--- src/rtl/tdc_pkg.sv ---
// Shared constants and helpers for the ADPLL TDC word decoder.
//
// Contents:
//   CNT_W / PH_W / FRAC_W / WORD_W  - datapath widths
//   capture_t                       - stage-1 capture record (count + phase snapshot)
//   johnson_decode()                - popcount-based Johnson phase decode
package tdc_pkg;

  localparam int CNT_W  = 7;              // DCO ripple counter width (mod 128)
  localparam int PH_W   = 16;             // ring taps in the phase snapshot
  localparam int FRAC_W = 5;              // log2(2*PH_W) fractional bits
  localparam int WORD_W = CNT_W + FRAC_W; // output phase word width

  // Number of distinct Johnson states in the ring (2*PH_W), sized one bit
  // wider than frac so that the subtraction below cannot overflow.
  localparam logic [FRAC_W:0] JOHNSON_STATES = (FRAC_W+1)'(2 * PH_W);

  typedef struct packed {
    logic [CNT_W-1:0] cnt;
    logic [PH_W-1:0]  phase;
  } capture_t;

  // Johnson decode by popcount.
  //   MSB clear: the ring is filling with ones  -> frac = popcount
  //   MSB set  : the ring is draining ones      -> frac = 2*PH_W - popcount
  // Using popcount rather than locating a single 0/1 edge means a bubble
  // (one flipped tap) moves the result by at most one LSB.
  function automatic logic [FRAC_W-1:0] johnson_decode(input logic [PH_W-1:0] ph);
    logic [FRAC_W:0] pc;
    logic [FRAC_W:0] full;
    pc = '0;
    for (int i = 0; i < PH_W; i++) begin
      pc = pc + {{FRAC_W{1'b0}}, ph[i]};
    end
    if (ph[PH_W-1]) begin
      full = JOHNSON_STATES - pc;
    end else begin
      full = pc;
    end
    return full[FRAC_W-1:0];
  endfunction

endpackage

--- src/rtl/tdc_phase_decoder.sv ---
// Combinational Johnson phase decoder.
//
// Ports:
//   phase  in  PH_W    stage-1 registered ring tap snapshot
//   frac   out FRAC_W  fractional DCO phase, LSB = T_dco/(2*PH_W)
module tdc_phase_decoder
  import tdc_pkg::*;
(
  input  logic [PH_W-1:0]   phase,
  output logic [FRAC_W-1:0] frac
);

  always_comb begin
    frac = johnson_decode(phase);
  end

endmodule

--- src/rtl/tdc_word_decoder.sv ---
// Digital back-end of the ADPLL time-to-digital converter.
//
// Captures the DCO ripple counter and the ring phase snapshot on every
// enabled reference edge, decodes the snapshot to a fractional phase and
// produces the DCO phase word {counter, frac} plus the per-cycle increment.
//
// Ports:
//   clk         in   1       reference clock, rising edge
//   rst         in   1       asynchronous reset, active low
//   en          in   1       capture enable
//   counter_in  in   CNT_W   DCO cycle count from the analog front-end
//   phase_in    in   PH_W    Johnson-coded ring tap snapshot
//   tdc_word    out  WORD_W  DCO phase, LSB = T_dco/32, wraps mod 2^WORD_W
//   tdc_diff    out  WORD_W  tdc_word minus previous tdc_word, mod 2^WORD_W
//   valid       out  1       tdc_diff spans two consecutive enabled samples
//
// Handshake: valid is a qualifier only (no ready). When valid is high,
// tdc_diff holds a genuine frequency measurement for the current tdc_word;
// when low, tdc_diff is either 0 (first word after a gap) or held stale.
module tdc_word_decoder
  import tdc_pkg::*;
(
  input  logic              clk,
  input  logic              rst,
  input  logic              en,
  input  logic [CNT_W-1:0]  counter_in,
  input  logic [PH_W-1:0]   phase_in,
  output logic [WORD_W-1:0] tdc_word,
  output logic [WORD_W-1:0] tdc_diff,
  output logic              valid
);

  // ---------------------------------------------------------------------
  // Stage 1: input capture flops. The front-end samples on clk, so these
  // are plain registers with no synchronizer.
  // ---------------------------------------------------------------------
  capture_t s1;
  logic     en_s1;   // en delayed to line up with the s1 data

  always_ff @(posedge clk or negedge rst) begin
    if (!rst) begin
      s1    <= '0;
      en_s1 <= 1'b0;
    end else begin
      en_s1 <= en;
      if (en) begin
        s1.cnt   <= counter_in;
        s1.phase <= phase_in;
      end
    end
  end

  // ---------------------------------------------------------------------
  // Phase decode between the stages
  // ---------------------------------------------------------------------
  logic [FRAC_W-1:0] frac;

  tdc_phase_decoder u_phase_decoder (
    .phase (s1.phase),
    .frac  (frac)
  );

  logic [WORD_W-1:0] word_next;
  logic [WORD_W-1:0] diff_next;

  always_comb begin
    word_next = {s1.cnt, frac};
    // Unsigned modular subtraction absorbs the counter wrap 127 -> 0.
    diff_next = word_next - tdc_word;
  end

  // ---------------------------------------------------------------------
  // Stage 2: output word, difference and validity.
  // have_prev marks that tdc_word holds a sample from the immediately
  // preceding enabled cycle; it is cleared by any gap in en_s1 so the
  // first word after a gap cannot produce a bogus difference.
  // ---------------------------------------------------------------------
  logic have_prev;

  always_ff @(posedge clk or negedge rst) begin
    if (!rst) begin
      tdc_word  <= '0;
      tdc_diff  <= '0;
      valid     <= 1'b0;
      have_prev <= 1'b0;
    end else if (en_s1) begin
      tdc_word  <= word_next;
      tdc_diff  <= have_prev ? diff_next : '0;
      valid     <= have_prev;
      have_prev <= 1'b1;
    end else begin
      valid     <= 1'b0;
      have_prev <= 1'b0;
    end
  end

endmodule

--- config.mk ---
export PLATFORM = sky130hd
export DESIGN_NAME = tdc_word_decoder
export DESIGN_NICKNAME = d
export VERILOG_FILES = /design/src/rtl/tdc_pkg.sv /design/src/rtl/tdc_phase_decoder.sv /design/src/rtl/tdc_word_decoder.sv
export SDC_FILE = /design/constraint.sdc
export NUM_CORES = 1
export LEC_CHECK = 0
export CAP_MARGIN = 15
export CORE_ASPECT_RATIO = 0.8
export CORE_MARGIN = 2
export CORE_UTILIZATION = 49
export DETAILED_ROUTE_END_ITERATION = 16
export GPL_ROUTABILITY_DRIVEN = 0
export PLACE_DENSITY_LB_ADDON = 0.1
export SKIP_CTS_REPAIR_TIMING = 1
export SLEW_MARGIN = 20
export SYNTH_ARGS = -nofsm -noshare
export SYNTH_HDL_FRONTEND = slang
export SYNTH_SLANG_ARGS = --single-unit
--- constraint.sdc ---
create_clock -name clk -period 12.2 [get_ports clk]
set_input_delay 1.22 -clock clk [delete_from_list [all_inputs] [get_ports clk]]
set_output_delay 1.22 -clock clk [all_outputs]
set_load 0.05 [all_outputs]
# ---- Yosys cells after proc, flatten, opt, wreduce, memory -nomap -nowiden
# Index checks and enable logic that the tools add are counted.
dict set report totals {
  ramBits 0
  memories 0
  elab_cells 28
  output_inout_bits 25
  latchBits 0
  in_bits 26
  register_bits 50
  rom_bits 0
}
dict set report classes {
  bitwise 0
  reduce_logical 0
  div_mod_pow 0
  shifts 0
  n_eq_ne 0
  magnitude_cmp 0
  mul 0
  addsub 17
  mux 4
}
# cell n
set op_table {}
lappend op_table {{5-bit by 1-bit adder with 5-bit output} 14}
lappend op_table {{12-bit two-way mux} 1}
lappend op_table {{12-bit subtractor} 1}
lappend op_table {{5-bit two-way mux} 1}
lappend op_table {{1-bit by 5-bit subtractor with 5-bit output, first input constant} 1}
lappend op_table {{1-bit by 1-bit adder with 2-bit output} 1}
lappend op_table {{1-bit two-way mux} 2}

# ---- Longest topological paths before layout
# Gate-level depths: netlist of the first run.
dict set report logic_depth {
  ltp_word 19
  ltp_mapped 21
  ltp_nobuf 21
}

# ---- Modules after synthesis
# A second synthesis of the first run with hierarchy kept.
dict set report unflattened {
  cells_unflattened 254
  hier_area_um2 2788.9
}
# mod area_per_inst_um2 cells_each instances seq_area_each_um2
set by_module_without_submodules {}
lappend by_module_without_submodules {tdc_word_decoder 2307.2 199 1 1251.2}
lappend by_module_without_submodules {tdc_phase_decoder 481.7 55 1 0.0}

# ---- Worst setup path after synthesis of the first run
# OpenSTA, ideal clock, no wires.
dict set report synth_path {
  kind {reg-to-reg}
  startpoint {register s1[0] (netlist name)}
  endpoint {register tdc_diff[9]}
  t_arrival_ns 5.174
  setup_slack_ns 6.957
  n_path_buf 0
  stages_incl_launch_ff 19
  setup_time_ns 0.070
  required_time_ns 12.130
  synth_period_minus_slack_ns 5.243
  path_cell_list {dfrtp_1 ha_1 inv_1 fa_1 fa_1 fa_1 fa_1 fa_1 fa_1 xor2_1 a31oi_1 xnor2_1 xnor2_1 ha_1 o211ai_1 a21oi_1 o21ai_1 or4_1 nand3_1}
}
dict set report synth_via {
  elab_chain_cells 19
}
# element line_no
set synth_rtl {}
lappend synth_rtl {{1-bit by 1-bit adder with 2-bit output (*)} tdc_pkg.sv:33} ;# pc = pc + {{FRAC_W{1'b0}}, ph[i]};
lappend synth_rtl {{5-bit by 1-bit adder with 5-bit output (*) (14 in a row)} tdc_pkg.sv:33}
lappend synth_rtl {{1-bit by 5-bit subtractor with 5-bit output} tdc_pkg.sv:36} ;# full = JOHNSON_STATES - pc;
lappend synth_rtl {{5-bit two-way mux (*)} tdc_pkg.sv:35} ;# if (ph[PH_W-1]) begin
lappend synth_rtl {{named net frac[3]} tdc_word_decoder.sv:56} ;# logic [FRAC_W-1:0] frac;
lappend synth_rtl {{12-bit subtractor (*)} tdc_word_decoder.sv:69} ;# diff_next = word_next - tdc_word;
lappend synth_rtl {{12-bit two-way mux (*)} tdc_word_decoder.sv:88} ;# tdc_diff <= have_prev ? diff_next : '0;
lappend synth_rtl {{end signal, assigned} tdc_word_decoder.sv:88}
lappend synth_rtl {{end, declared} tdc_word_decoder.sv:29} ;# output logic [WORD_W-1:0] tdc_diff,
# The timed path passes the listed nets; every way through them passes the cells marked *.
# A chain may end at the register's enable or synchronous reset.

# ---- Worst setup path in the final report of the first run
dict set report layout_path {
  startpoint {register s1[1] (netlist name)}
  endpoint {register tdc_diff[9]}
}
dict set report layout_via {
  elab_chain_cells 19
}
# element line_no
set layout_rtl {}
lappend layout_rtl {{1-bit by 1-bit adder with 2-bit output (*)} tdc_pkg.sv:33}
lappend layout_rtl {{5-bit by 1-bit adder with 5-bit output (*) (14 in a row)} tdc_pkg.sv:33}
lappend layout_rtl {{1-bit by 5-bit subtractor with 5-bit output} tdc_pkg.sv:36}
lappend layout_rtl {{5-bit two-way mux (*)} tdc_pkg.sv:35}
lappend layout_rtl {{named net frac[3]} tdc_word_decoder.sv:56}
lappend layout_rtl {{12-bit subtractor (*)} tdc_word_decoder.sv:69}
lappend layout_rtl {{12-bit two-way mux (*)} tdc_word_decoder.sv:88}
# Marked as above.

==> results of run 1 <==
## worst max-delay path by stage
stage / startpoint / to / slack [ps] / cells past startpoint
after floorplan: s1[0]$_DFFE_PN0P_ / tdc_diff[9]$_DFFE_PN0P_ / 6960 / 18
after global placement: s1[0]$_DFFE_PN0P_ / tdc_diff[9]$_DFFE_PN0P_ / 6600 / 18
after detailed placement: s1[1]$_DFFE_PN0P_ / tdc_diff[9]$_DFFE_PN0P_ / 6510 / 18
after CTS: s1[0]$_DFFE_PN0P_ / tdc_diff[9]$_DFFE_PN0P_ / 6490 / 18
after global routing: s1[0]$_DFFE_PN0P_ / tdc_diff[9]$_DFFE_PN0P_ / 6180 / 18
final: s1[1]$_DFFE_PN0P_ / tdc_diff[9]$_DFFE_PN0P_ / 6460 / 18
## layout by cell type (no fill, tap or decap), types with 5 or more instances in the layout
cell	count
sky130_fd_sc_hd__o21ai_0	28
sky130_fd_sc_hd__ha_1	17
sky130_fd_sc_hd__clkbuf_8	6
sky130_fd_sc_hd__fa_1	11
sky130_fd_sc_hd__nor2b_1	5
sky130_fd_sc_hd__nor2_1	7
sky130_fd_sc_hd__clkdlybuf4s50_1	49
sky130_fd_sc_hd__a21oi_1	14
sky130_fd_sc_hd__nand2_1	37
sky130_fd_sc_hd__inv_1	37
sky130_fd_sc_hd__dfrtp_1	50
sky130_fd_sc_hd__mux2_2	10
sky130_fd_sc_hd__xnor2_1	8
## power groups by stage
| stage | registers, mW | clock network [mW] | logic, mW |
|---|---|---|---|
| global placement | 0.227 | 0 | 0.690 |
| floorplan | 0.314 | 0 | 0.455 |
| CTS | 0.224 | 0.104 | 0.712 |
| global route | 0.228 | 0.108 | 0.796 |
| finish | 0.223 | 0.101 | 0.709 |
| detailed placement | 0.227 | 0 | 0.710 |
## logic make-up (layout without fill, tap and decap cells)
logic type | Yosys count | count (layout) | share of synthesized area, %
xor+xnor | 11 | 11 | 3.466
buf+inv | 49 | 99 | 6.705
mux | 12 | 12 | 4.950
flops | 50 | 50 | 45.00
simple gates | 70 | 70 | 11.57
fa+ha+maj | 28 | 28 | 15.57
compound gates | 60 | 60 | 12.74
## worst max-delay path, stage by stage (launching register included)
cell and delay (ps):
sky130_fd_sc_hd__dfrtp_1 400, sky130_fd_sc_hd__ha_1 270, sky130_fd_sc_hd__inv_1 40, sky130_fd_sc_hd__fa_1 460, sky130_fd_sc_hd__fa_1 500, sky130_fd_sc_hd__fa_1 540, sky130_fd_sc_hd__fa_1 430, sky130_fd_sc_hd__fa_1 420
sky130_fd_sc_hd__fa_1 420, sky130_fd_sc_hd__xor2_1 280, sky130_fd_sc_hd__a31oi_1 160, sky130_fd_sc_hd__xnor2_1 160, sky130_fd_sc_hd__xnor2_1 150, sky130_fd_sc_hd__ha_1 370, sky130_fd_sc_hd__o211ai_1 110, sky130_fd_sc_hd__a21oi_1 220
sky130_fd_sc_hd__o21ai_1 210, sky130_fd_sc_hd__or4_1 450, sky130_fd_sc_hd__nand3_1 90
## registers in the layout, summed over array words and instances, names as in the netlist
name and count:
tdc_diff 12, valid 1, en_s1 1, have_prev 1
tdc_word 12, s1 23
## area by class of cell
cell class | count | share of cell area [%]
flip-flops and latches | 50 | 36.21
repair buffers | 53 | 15.35
clock inverters | 1 | 0.1448
well taps | 78 | 2.824
multi-input cells | 181 | 38.85
clock buffers | 7 | 2.498
inverters | 38 | 4.127
## layer usage
metal  track usage (%)  routed length (µm)  up-vias  share of wire, %
met4             6.061                  74        0               1.3
met1             28.42                2710      975                49
met3             4.032                 242        6               4.3
met5                 0                   0        -                 0
li1                  -                   -     1027                 -
met2             30.58                2539       56                46
==> impl_results.md, run 1 <==
* Final sum of negative setup slack at 0 ps
* Skew final at 6.810 ps
* RR Startpoint: s1[1]$_DFFE_PN0P_
* Number of cells on the worst hold path at 1
* Via count at 2,064
* Share of total power in sequential cells at 21.6%
* Initial cell density of the core at 50.87%
* Max rail drop VDD at 131.5 µV
* Proportion of netlist area held by the largest area contributor at 45.00%
* Dpl ws at 6511 ps
* Most frequent cell after synthesis: sky130_fd_sc_hd__dfrtp_1
* Leading area contributor after synthesis: sky130_fd_sc_hd__dfrtp_1
* Fin Hold WS at 518.0 ps
* Count of flip-flops with a built-in enable after synthesis at 0
* Arr. time, crit path at 5980 ps
* Antenna violations before repair at 0
* Maximum clock rate at 174.2 MHz
* Worst-case clock buffer depth at 2
* Setup repair after global routing missed its margin: false
* Top FF cell, synth: sky130_fd_sc_hd__dfrtp_1
* Overall power of the completed layout at 1.034 mW
* Ant diodes at 0
* Area used by multi-input combinational logic at 1343 µm²
* Setup violators final at 0
* Non-Filler Instances at 408
* Gate count after technology mapping at 280
* Ports at 51
* Asr flop ratio synth at 100.0%
* Logic gate share of total power at 68.6%
* Iteration count of the initial detailed-routing pass at 4
* Period utilisation layout at 47.05%
* PortBufs at 50
* Endpoint class of the critical path: flip-flop
* Count of endpoints failing hold in the final timing report at 0
* Number of nets produced by synthesis at 334
* Setup WS post-layout at 6460 ps
* CTS sink cnt at 50
* Fraction of the core area covered by cells at the end of the flow at 63.23%
* Post-detail-place hpwl at 4216 µm
* Worst-case register-to-register setup slack at 6460 ps
* Pwr per Cell Area at 299.1 nW/µm²
* Capture endpoint of the worst hold path: tdc_diff[4]$_DFFE_PN0P_
* Minimum clock period after layout at 5740 ps
* Total DRC errors in the routed layout at 0
* Clock network power share at 9.7%
* Synthesized area per cell at 9.929 µm²
* R2R Path End: tdc_diff[9]$_DFFE_PN0P_
* Number of different library cells in the post-synthesis netlist at 36
* Slew Limit Fails at 0
* P_sw at 0.4804 mW
* Total die area at 6296 µm²
* Via count of the first global-routing pass at 2,066
* Most instantiated cells after synthesis: sky130_fd_sc_hd__dfrtp_1, sky130_fd_sc_hd__inv_1, sky130_fd_sc_hd__nand2_1, sky130_fd_sc_hd__o21ai_0, sky130_fd_sc_hd__ha_1
* FF-to-FF path depth at 18
* Yosys warning total at 0
* Total congestion overflow after global routing at 0
* CP Class: flip-flop to flip-flop
* Post-synthesis instance area at 2780 µm²
* Routed wire length at 5567 µm
* Worst-Margin Slew at 520.7 ps
* Static Leakage at 1.597 nW
* CTS buffer count at 5
* Share of post-route cells with drive strength above 1 at 7.273%
* Area of all sequential standard cells at 1251 µm²
* CP max FO at 5
* Detail Route Antenna Nets at 0
* Top post-synthesis cells by area: sky130_fd_sc_hd__dfrtp_1, sky130_fd_sc_hd__fa_1, sky130_fd_sc_hd__ha_1
* Inst Count DP at 400
* Cell area after placement at 3364 µm²
* Sw Share at 46.49%
* Master cell of the clock root buffer: sky130_fd_sc_hd__clkbuf_8
* Sort of element at the start of the critical path: flip-flop
* Die span in y at 71.37 µm
* Data required time at the worst endpoint at 12,440 ps
* Gr usage total at 19.80%
* Average wire per standard cell at 13.64 µm
* Result of the run: finished, final reports clean
* Synth-to-Final Area Change at 24.30%
* Worst-skew pair later-pin latency at 310 ps
* Worst min path class: flip-flop to flip-flop
* Worst Hold Launch: tdc_diff[4]$_DFFE_PN0P_
* Clock transition at the registers of the reported paths at 90 ps
* Number of nets at the end of the flow at 383
* Drt via density at 5.059
* Max capacitance violation total at 0
* Core ar. at 5465 µm²
* Clock tree from TritonCTS: done
* P_int at 0.5531 mW
* Filler cell count in the final layout at 481
* Pin count of the biggest net entering global routing at 39
* First-pass GRT wire length at 9660 µm
* Rel. slew slack at 65.29%
* Total number of placement rows at 24
* H-tree levels at 2
* Width of the chip at 88.22 µm
* Initial DRC count at 156
* Sequential fraction of the synthesis area at 45.00%
* Total non-filler cell area in the finished layout at 3456 µm²
* Flops & latches, synth at 50
No activity file was read; power rests on OpenSTA's default activity.
==> run 2: changes to the inputs <==
--- a/config.mk
+++ b/config.mk
@@ -8,7 +8,7 @@
 export CAP_MARGIN = 15
 export CORE_ASPECT_RATIO = 0.8
 export CORE_MARGIN = 2
-export CORE_UTILIZATION = 49
+export CORE_UTILIZATION = 47
 export DETAILED_ROUTE_END_ITERATION = 16
 export GPL_ROUTABILITY_DRIVEN = 0
 export PLACE_DENSITY_LB_ADDON = 0.1
==> constraint.sdc (replaced) <==
create_clock -name clk -period 4.95 [get_ports clk]
set_input_delay 0.495 -clock clk [delete_from_list [all_inputs] [get_ports clk]]
set_output_delay 0.495 -clock clk [all_outputs]
set_load 0.05 [all_outputs]
==> run 2 against run 1 <==
The flow now finishes with violations (setup timing). Via count is 3.7% higher. Die area is 4.0% higher. Clock skew hardly changed. Maximum frequency is 5.0% higher. Global-route usage is 0.20 points lower. Critical path depth stayed put. Non-clock buffer count is 16 higher. Sequential cell count stayed put. Critical endpoint unchanged. Largest cell class unchanged.
==> impl_results.md, run 2 (same netlist as run 1, synthesis figures left out) <==
* Result of the run: finished, violations left
* Violated checks: setup timing
* Core ar. at 5818 µm²
* Register name with the most flops: s1
* Period utilisation layout at 110.4%
* Max reg flops at 23
* Antenna violations before repair at 0
* Setup WS post-layout at -516.9 ps
* Average wire per standard cell at 13.81 µm
* Drt via density at 5.014
* CP Class: flip-flop to flip-flop
* First-pass GRT wire length at 10,160 µm
* Detail Route Antenna Nets at 0
* Iteration count of the initial detailed-routing pass at 4
* Slowest stage delay, CP at 600 ps
* Worst-skew pair later-pin latency at 310 ps
* Total number of placement rows at 25
* Total die area at 6550 µm²
* Peak-usage layer in the global routing report: met2
* Rel. slew slack at 56.90%
* Most frequent cells in the layout: sky130_fd_sc_hd__dfrtp_1, sky130_fd_sc_hd__clkdlybuf4s50_1, sky130_fd_sc_hd__inv_1, sky130_fd_sc_hd__nand2_1, sky130_fd_sc_hd__o21ai_0
* Worst-case register-to-register setup slack at -520 ps
* Number of nets at the end of the flow at 399
* CTS sink cnt at 50
* Post-detail-place hpwl at 4161 µm
* RR Startpoint: s1[0]$_DFFE_PN0P_
* Die span in y at 72.79 µm
* Initial DRC count at 88
* Initial cell density of the core at 47.78%
* Met2 track utilization from global routing at 33.25%
* R2R Path End: tdc_diff[9]$_DFFE_PN0P_
* Maximum clock rate at 182.9 MHz
* Minimum clock period after layout at 5467 ps
* Most common cell on crit path: sky130_fd_sc_hd__fa_1
* Sort of element at the start of the critical path: flip-flop
* Via count at 2,141
* Slew Limit Fails at 0
* Global-route track usage on met3 at 3.616%
* Worst min path class: primary input to asynchronous set/reset pin
* CTS buffer count at 5
* Gr usage total at 19.60%
* Clock transition at the registers of the reported paths at 90 ps
* Routed wire length at 5898 µm
* Width of the chip at 89.99 µm
* Max capacitance violation total at 0
* PortBufs at 50
* H-tree levels at 2
* Arr. time, crit path at 5720 ps
* Worst-Margin Slew at 646.5 ps
* Setup violators final at 10
* Dpl ws at -517.8 ps
* Pin count of the biggest net entering global routing at 51
* CP max FO at 5
* Skew final at 6.590 ps
* Ant diodes at 0
* Biggest registers after layout: s1 x23, tdc_diff x12, tdc_word x12
* Library cell contributing the largest single delay on the critical path: sky130_fd_sc_hd__fa_2
* Setup repair after global routing missed its margin: true
* Total congestion overflow after global routing at 0
* Clock tree from TritonCTS: done
* Met1 routing resource usage after global routing at 26.00%
* Master cell of the clock root buffer: sky130_fd_sc_hd__clkbuf_8
* Synth-to-Final Area Change at 31.64%
* Cell-by-cell trace of the critical path: ha_1, inv_1, fa_1, fa_1, fa_1, fa_1, fa_2, fa_2, ha_4, nand2_2, o211ai_1, nand2_1, ha_4, o211ai_1, a21oi_2, o21ai_4, or4_1, nand3_1
* Share of post-route cells with drive strength above 1 at 15.61%
* Via count of the first global-routing pass at 2,214
* FF-to-FF path depth at 18
* Total DRC errors in the routed layout at 0
* Count of endpoints failing hold in the final timing report at 0
* Endpoint class of the critical path: flip-flop
* Data required time at the worst endpoint at 5200 ps
* Leading cell type in the layout, fill and taps excluded: sky130_fd_sc_hd__dfrtp_1
* Ports at 51
* Worst-case clock buffer depth at 2
-- run 2: critical path: cells and delay by family, from the launching register on --
family | cells | cell delay, ps
and+or+nand+nor | 4 | 660
adders and majority gates | 9 | 3630
buffers and inverters | 1 | 50
AOI/OAI and AO/OA | 4 | 670
DFF | 1 | 390
-- run 2: final cells by class --
| type | instances | area [µm²] |
|---|---|---|
| inverters | 38 | 142.6 |
| flip-flops and latches | 50 | 1251 |
| clock buffers | 7 | 86.33 |
| clock inverters | 1 | 5.005 |
| repair buffers | 69 | 638.1 |
| fillers | 512 | 2158 |
| multi-input cells | 181 | 1435 |
| well taps | 81 | 101.3 |
-- run 2: metrics by stage --
step	instances	cell area [µm²]	utilization, %	hold slack [ps]	setup TNS (ps)
2_1_floorplan	280	2811	-	199.4	-776.9
3_3_place_gp	418	3500	60.15	455.3	-2154
3_5_place_dp	418	3500	60.15	448.2	-3537
4_1_cts	426	3591	61.72	312.3	-3935
5_1_grt	427	3660	62.90	353.6	-5874
6_report	427	3660	62.90	273.0	-3580
-- run 2: worst max-delay path by stage --
stage / from / endpoint / slack, ps
after floorplan: s1[0]$_DFFE_PN0P_ / tdc_diff[9]$_DFFE_PN0P_ / -170
after global placement: s1[0]$_DFFE_PN0P_ / tdc_diff[9]$_DFFE_PN0P_ / -310
after detailed placement: s1[0]$_DFFE_PN0P_ / tdc_diff[9]$_DFFE_PN0P_ / -520
after CTS: s1[0]$_DFFE_PN0P_ / tdc_diff[9]$_DFFE_PN0P_ / -570
after global routing: s1[0]$_DFFE_PN0P_ / tdc_diff[11]$_DFFE_PN0P_ / -690
final: s1[0]$_DFFE_PN0P_ / tdc_diff[9]$_DFFE_PN0P_ / -520
-- run 2: layer usage --
layer  routed length [µm]  vias up
li1                     -     1060
met1                 2868     1026
met2                 2703       47
met3                  239        8
met4                   87        0
met5                    0        -
Power of run 2 is not shown: default switching activity piles up to over one toggle a cycle in this logic, so the estimate is an artifact.
==> run 3: changes to the inputs <==
--- a/config.mk
+++ b/config.mk
@@ -6,9 +6,11 @@
 export NUM_CORES = 1
 export LEC_CHECK = 0
 export CAP_MARGIN = 15
+export CELL_PAD_IN_SITES_DETAIL_PLACEMENT = 0
+export CELL_PAD_IN_SITES_GLOBAL_PLACEMENT = 1
 export CORE_ASPECT_RATIO = 0.8
 export CORE_MARGIN = 2
-export CORE_UTILIZATION = 47
+export CORE_UTILIZATION = 37
 export DETAILED_ROUTE_END_ITERATION = 16
 export GPL_ROUTABILITY_DRIVEN = 0
 export PLACE_DENSITY_LB_ADDON = 0.1
@@ -16,4 +18,5 @@
 export SLEW_MARGIN = 20
 export SYNTH_ARGS = -nofsm -noshare
 export SYNTH_HDL_FRONTEND = slang
+export SYNTH_HIERARCHICAL = 1
 export SYNTH_SLANG_ARGS = --single-unit
==> run 3 against run 2 <==
The flow still finishes with violations (setup timing). Highest routed layer unchanged. Global-route usage down 4.5 points. Area after synthesis up 0.32%. Largest cell class unchanged. Synthesized cell count down 9.3%. Utilization down 9.7 points. Via count down 5.5%. Critical path depth up 3. Setup slack better by 97 ps.
==> impl_results.md, run 3 <==
* Synth Area in Compound Gates at 12.20%
* Number of nets at the end of the flow at 390
* Initial DRC count at 57
* Slew Limit Fails at 0
* Drt via density at 4.738
* Max capacitance violation total at 0
* Number of nets produced by synthesis at 308
* Violated checks: setup timing
* Minimum clock period after layout at 5369 ps
* Met2 track utilization from global routing at 22.19%
* Proportion of netlist area held by the largest area contributor at 44.86%
* Width of the chip at 101.1 µm
* Gate count after technology mapping at 254
* Sequential fraction of the synthesis area at 44.86%
* Largest family of logic cells by synthesized area: adder cells
* Via count at 2,023
* Setup WS post-layout at -419.4 ps
* Cell area after placement at 3588 µm²
* Most instantiated cells after synthesis: sky130_fd_sc_hd__dfrtp_1, sky130_fd_sc_hd__inv_1, sky130_fd_sc_hd__mux2_2, sky130_fd_sc_hd__o21ai_0
* Share of post-route cells with drive strength above 1 at 27.89%
* Filler cell count in the final layout at 670
* Master cell of the clock root buffer: sky130_fd_sc_hd__clkbuf_8
* Biggest registers after layout: s1 x23, tdc_diff x12, tdc_word x12
* Worst-Margin Slew at 655.7 ps
* Worst-skew pair later-pin latency at 310 ps
* Worst-case register-to-register setup slack at -420 ps
* Total die area at 8252 µm²
* Result of the run: finished, violations left
* Post-synthesis instance area at 2789 µm²
* Total number of placement rows at 28
* Most frequent cell after synthesis: sky130_fd_sc_hd__dfrtp_1
* Worst-case clock buffer depth at 2
* Clock transition at the registers of the reported paths at 100 ps
* Top post-synthesis cells by area: sky130_fd_sc_hd__dfrtp_1, sky130_fd_sc_hd__mux2_2, sky130_fd_sc_hd__fa_1
* Top FF cell, synth: sky130_fd_sc_hd__dfrtp_1
* Setup violators final at 7
* Sort of element at the start of the critical path: flip-flop
* Post-detail-place hpwl at 4155 µm
* Die span in y at 81.66 µm
* Flops & latches, synth at 50
* Met1 routing resource usage after global routing at 22.03%
* Endpoint class of the critical path: flip-flop
* Setup repair after global routing missed its margin: true
* Simple-gate area share of the yosys netlist at 6.909%
* Fraction of synthesized cell area in xor and xnor cells at 3.948%
* CTS sink cnt at 50
* H-tree levels at 2
* Total congestion overflow after global routing at 0
* Period utilisation layout at 108.5%
* CP Class: flip-flop to flip-flop
* Count of endpoints failing hold in the final timing report at 0
* Average wire per standard cell at 13.70 µm
* Detail Route Antenna Nets at 0
* Ports at 51
* CP max FO at 3
* Max reg flops at 23
* Global-route track usage on met3 at 3.830%
* Synthesized area per cell at 10.98 µm²
* Final sum of negative setup slack at -2241 ps
* Leading area contributor after synthesis: sky130_fd_sc_hd__dfrtp_1
* Antenna violations before repair at 0
* Dpl ws at -383.8 ps
* Number of different library cells in the post-synthesis netlist at 41
* Asr flop ratio synth at 100.0%
* Total non-filler cell area in the finished layout at 3914 µm²
* Most frequent cells in the layout: sky130_fd_sc_hd__dfrtp_1, sky130_fd_sc_hd__clkdlybuf4s50_1, sky130_fd_sc_hd__inv_1, sky130_fd_sc_hd__buf_4, sky130_fd_sc_hd__mux2_2
* Data required time at the worst endpoint at 5160 ps
* Rel. slew slack at 56.29%
* Yosys warning total at 6
* Register name with the most flops: s1
* Fin Hold WS at 284.7 ps
* Leading cell type in the layout, fill and taps excluded: sky130_fd_sc_hd__dfrtp_1
* Worst min path class: primary input to asynchronous set/reset pin
* Clock tree from TritonCTS: done
* Core ar. at 7357 µm²
* Multiplexer fraction of the synthesized cell area at 10.09%
* Peak-usage layer in the global routing report: met2
* First-pass GRT wire length at 9687 µm
* Synth-to-Final Area Change at 40.33%
* Count of flip-flops with a built-in enable after synthesis at 0
* Total DRC errors in the routed layout at 0
* Skew final at 8.770 ps
* PortBufs at 50
* Adder-Cell Fraction of Synth Area at 15.52%
* Ant diodes at 0
* CTS buffer count at 5
* Maximum clock rate at 186.2 MHz
* Pin count of the biggest net entering global routing at 51
* Arr. time, crit path at 5580 ps
* Gr usage total at 15.06%
* Via count of the first global-routing pass at 2,048
* Iteration count of the initial detailed-routing pass at 4
* Initial cell density of the core at 37.91%
* Routed wire length at 5850 µm
-- run 3: cell types whose count changed in the layout (fill, tap and decap cells not counted), moves of 3 or more --
cell / previous run / this run
sky130_fd_sc_hd__nand2_1: 35 / 16
sky130_fd_sc_hd__mux2_2: 10 / 25
sky130_fd_sc_hd__xnor2_1: 8 / 5
sky130_fd_sc_hd__o21ai_0: 28 / 19
sky130_fd_sc_hd__nor2_1: 7 / 2
sky130_fd_sc_hd__nor2b_1: 4 / 1
sky130_fd_sc_hd__inv_2: 0 / 6
sky130_fd_sc_hd__buf_4: 19 / 30
-- run 3: layout make-up --
class	instances	area, µm²	area share [%]
Clock inverter	2	60.06	1.535
Clock buffer	6	82.58	2.110
Tap cell	90	112.6	2.877
Timing Repair Buffer	81	732.0	18.70
Sequential cell	50	1251	31.97
Inverter	42	157.7	4.028
Multi-Input combinational cell	156	1518	38.78
-- run 3: metal layers --
layer  wire [µm]  vias up
li1            -     1031
met5           0        -
met2        2450       42
met3         275        7
met1        3067      943
met4          57        0
-- run 3: logic make-up (layout without fill, tap and decap cells) --
group / count (synthesis) / count (layout)
AO/OA/AOI/OAI: 53 / 53
XOR/XNOR: 11 / 11
adder cells (fa/ha/maj): 28 / 28
buffers and inverters: 48 / 131
flip-flops: 50 / 50
multiplexers: 25 / 25
AND/OR/NAND/NOR: 39 / 39
-- run 3: worst paths after layout --
path / from / end / depth (start not counted)
min reg2reg: tdc_diff[6]$_DFFE_PN0P_ / tdc_diff[6]$_DFFE_PN0P_ / 1
min in group clk: tdc_diff[6]$_DFFE_PN0P_ / tdc_diff[6]$_DFFE_PN0P_ / 1
max in group asynchronous: rst / have_prev$_DFF_PN0_ / 2
max: s1[15]$_DFFE_PN0P_ / tdc_diff[10]$_DFFE_PN0P_ / 21
max reg2reg: s1[15]$_DFFE_PN0P_ / tdc_diff[10]$_DFFE_PN0P_ / 21
min: rst / s1[6]$_DFFE_PN0P_ / 2
-- run 3: worst max-delay path: stages (launching register included) --
cell and delay, ps:
sky130_fd_sc_hd__dfrtp_1 370, sky130_fd_sc_hd__inv_2 50, sky130_fd_sc_hd__fa_1 540, sky130_fd_sc_hd__inv_2 40, sky130_fd_sc_hd__fa_1 470, sky130_fd_sc_hd__fa_1 510, sky130_fd_sc_hd__inv_1 50, sky130_fd_sc_hd__fa_1 490
sky130_fd_sc_hd__inv_2 50, sky130_fd_sc_hd__ha_4 160, sky130_fd_sc_hd__fa_2 530, sky130_fd_sc_hd__inv_2 50, sky130_fd_sc_hd__ha_4 160, sky130_fd_sc_hd__inv_2 60, sky130_fd_sc_hd__a2111oi_4 40, sky130_fd_sc_hd__o32ai_2 250
sky130_fd_sc_hd__ha_1 300, sky130_fd_sc_hd__a21o_1 230, sky130_fd_sc_hd__a311oi_4 290, sky130_fd_sc_hd__nor3_2 100, sky130_fd_sc_hd__or3_1 320, sky130_fd_sc_hd__a32o_1 220
-- run 3: per-stage QoR --
step / utilization, % / instances
2_1_floorplan: - / 254
3_3_place_gp: 48.78 / 411
3_5_place_dp: 48.78 / 411
4_1_cts: 50.71 / 419
5_1_grt: 53.20 / 427
6_report: 53.20 / 427
Power of run 3 is left out for the same reason.
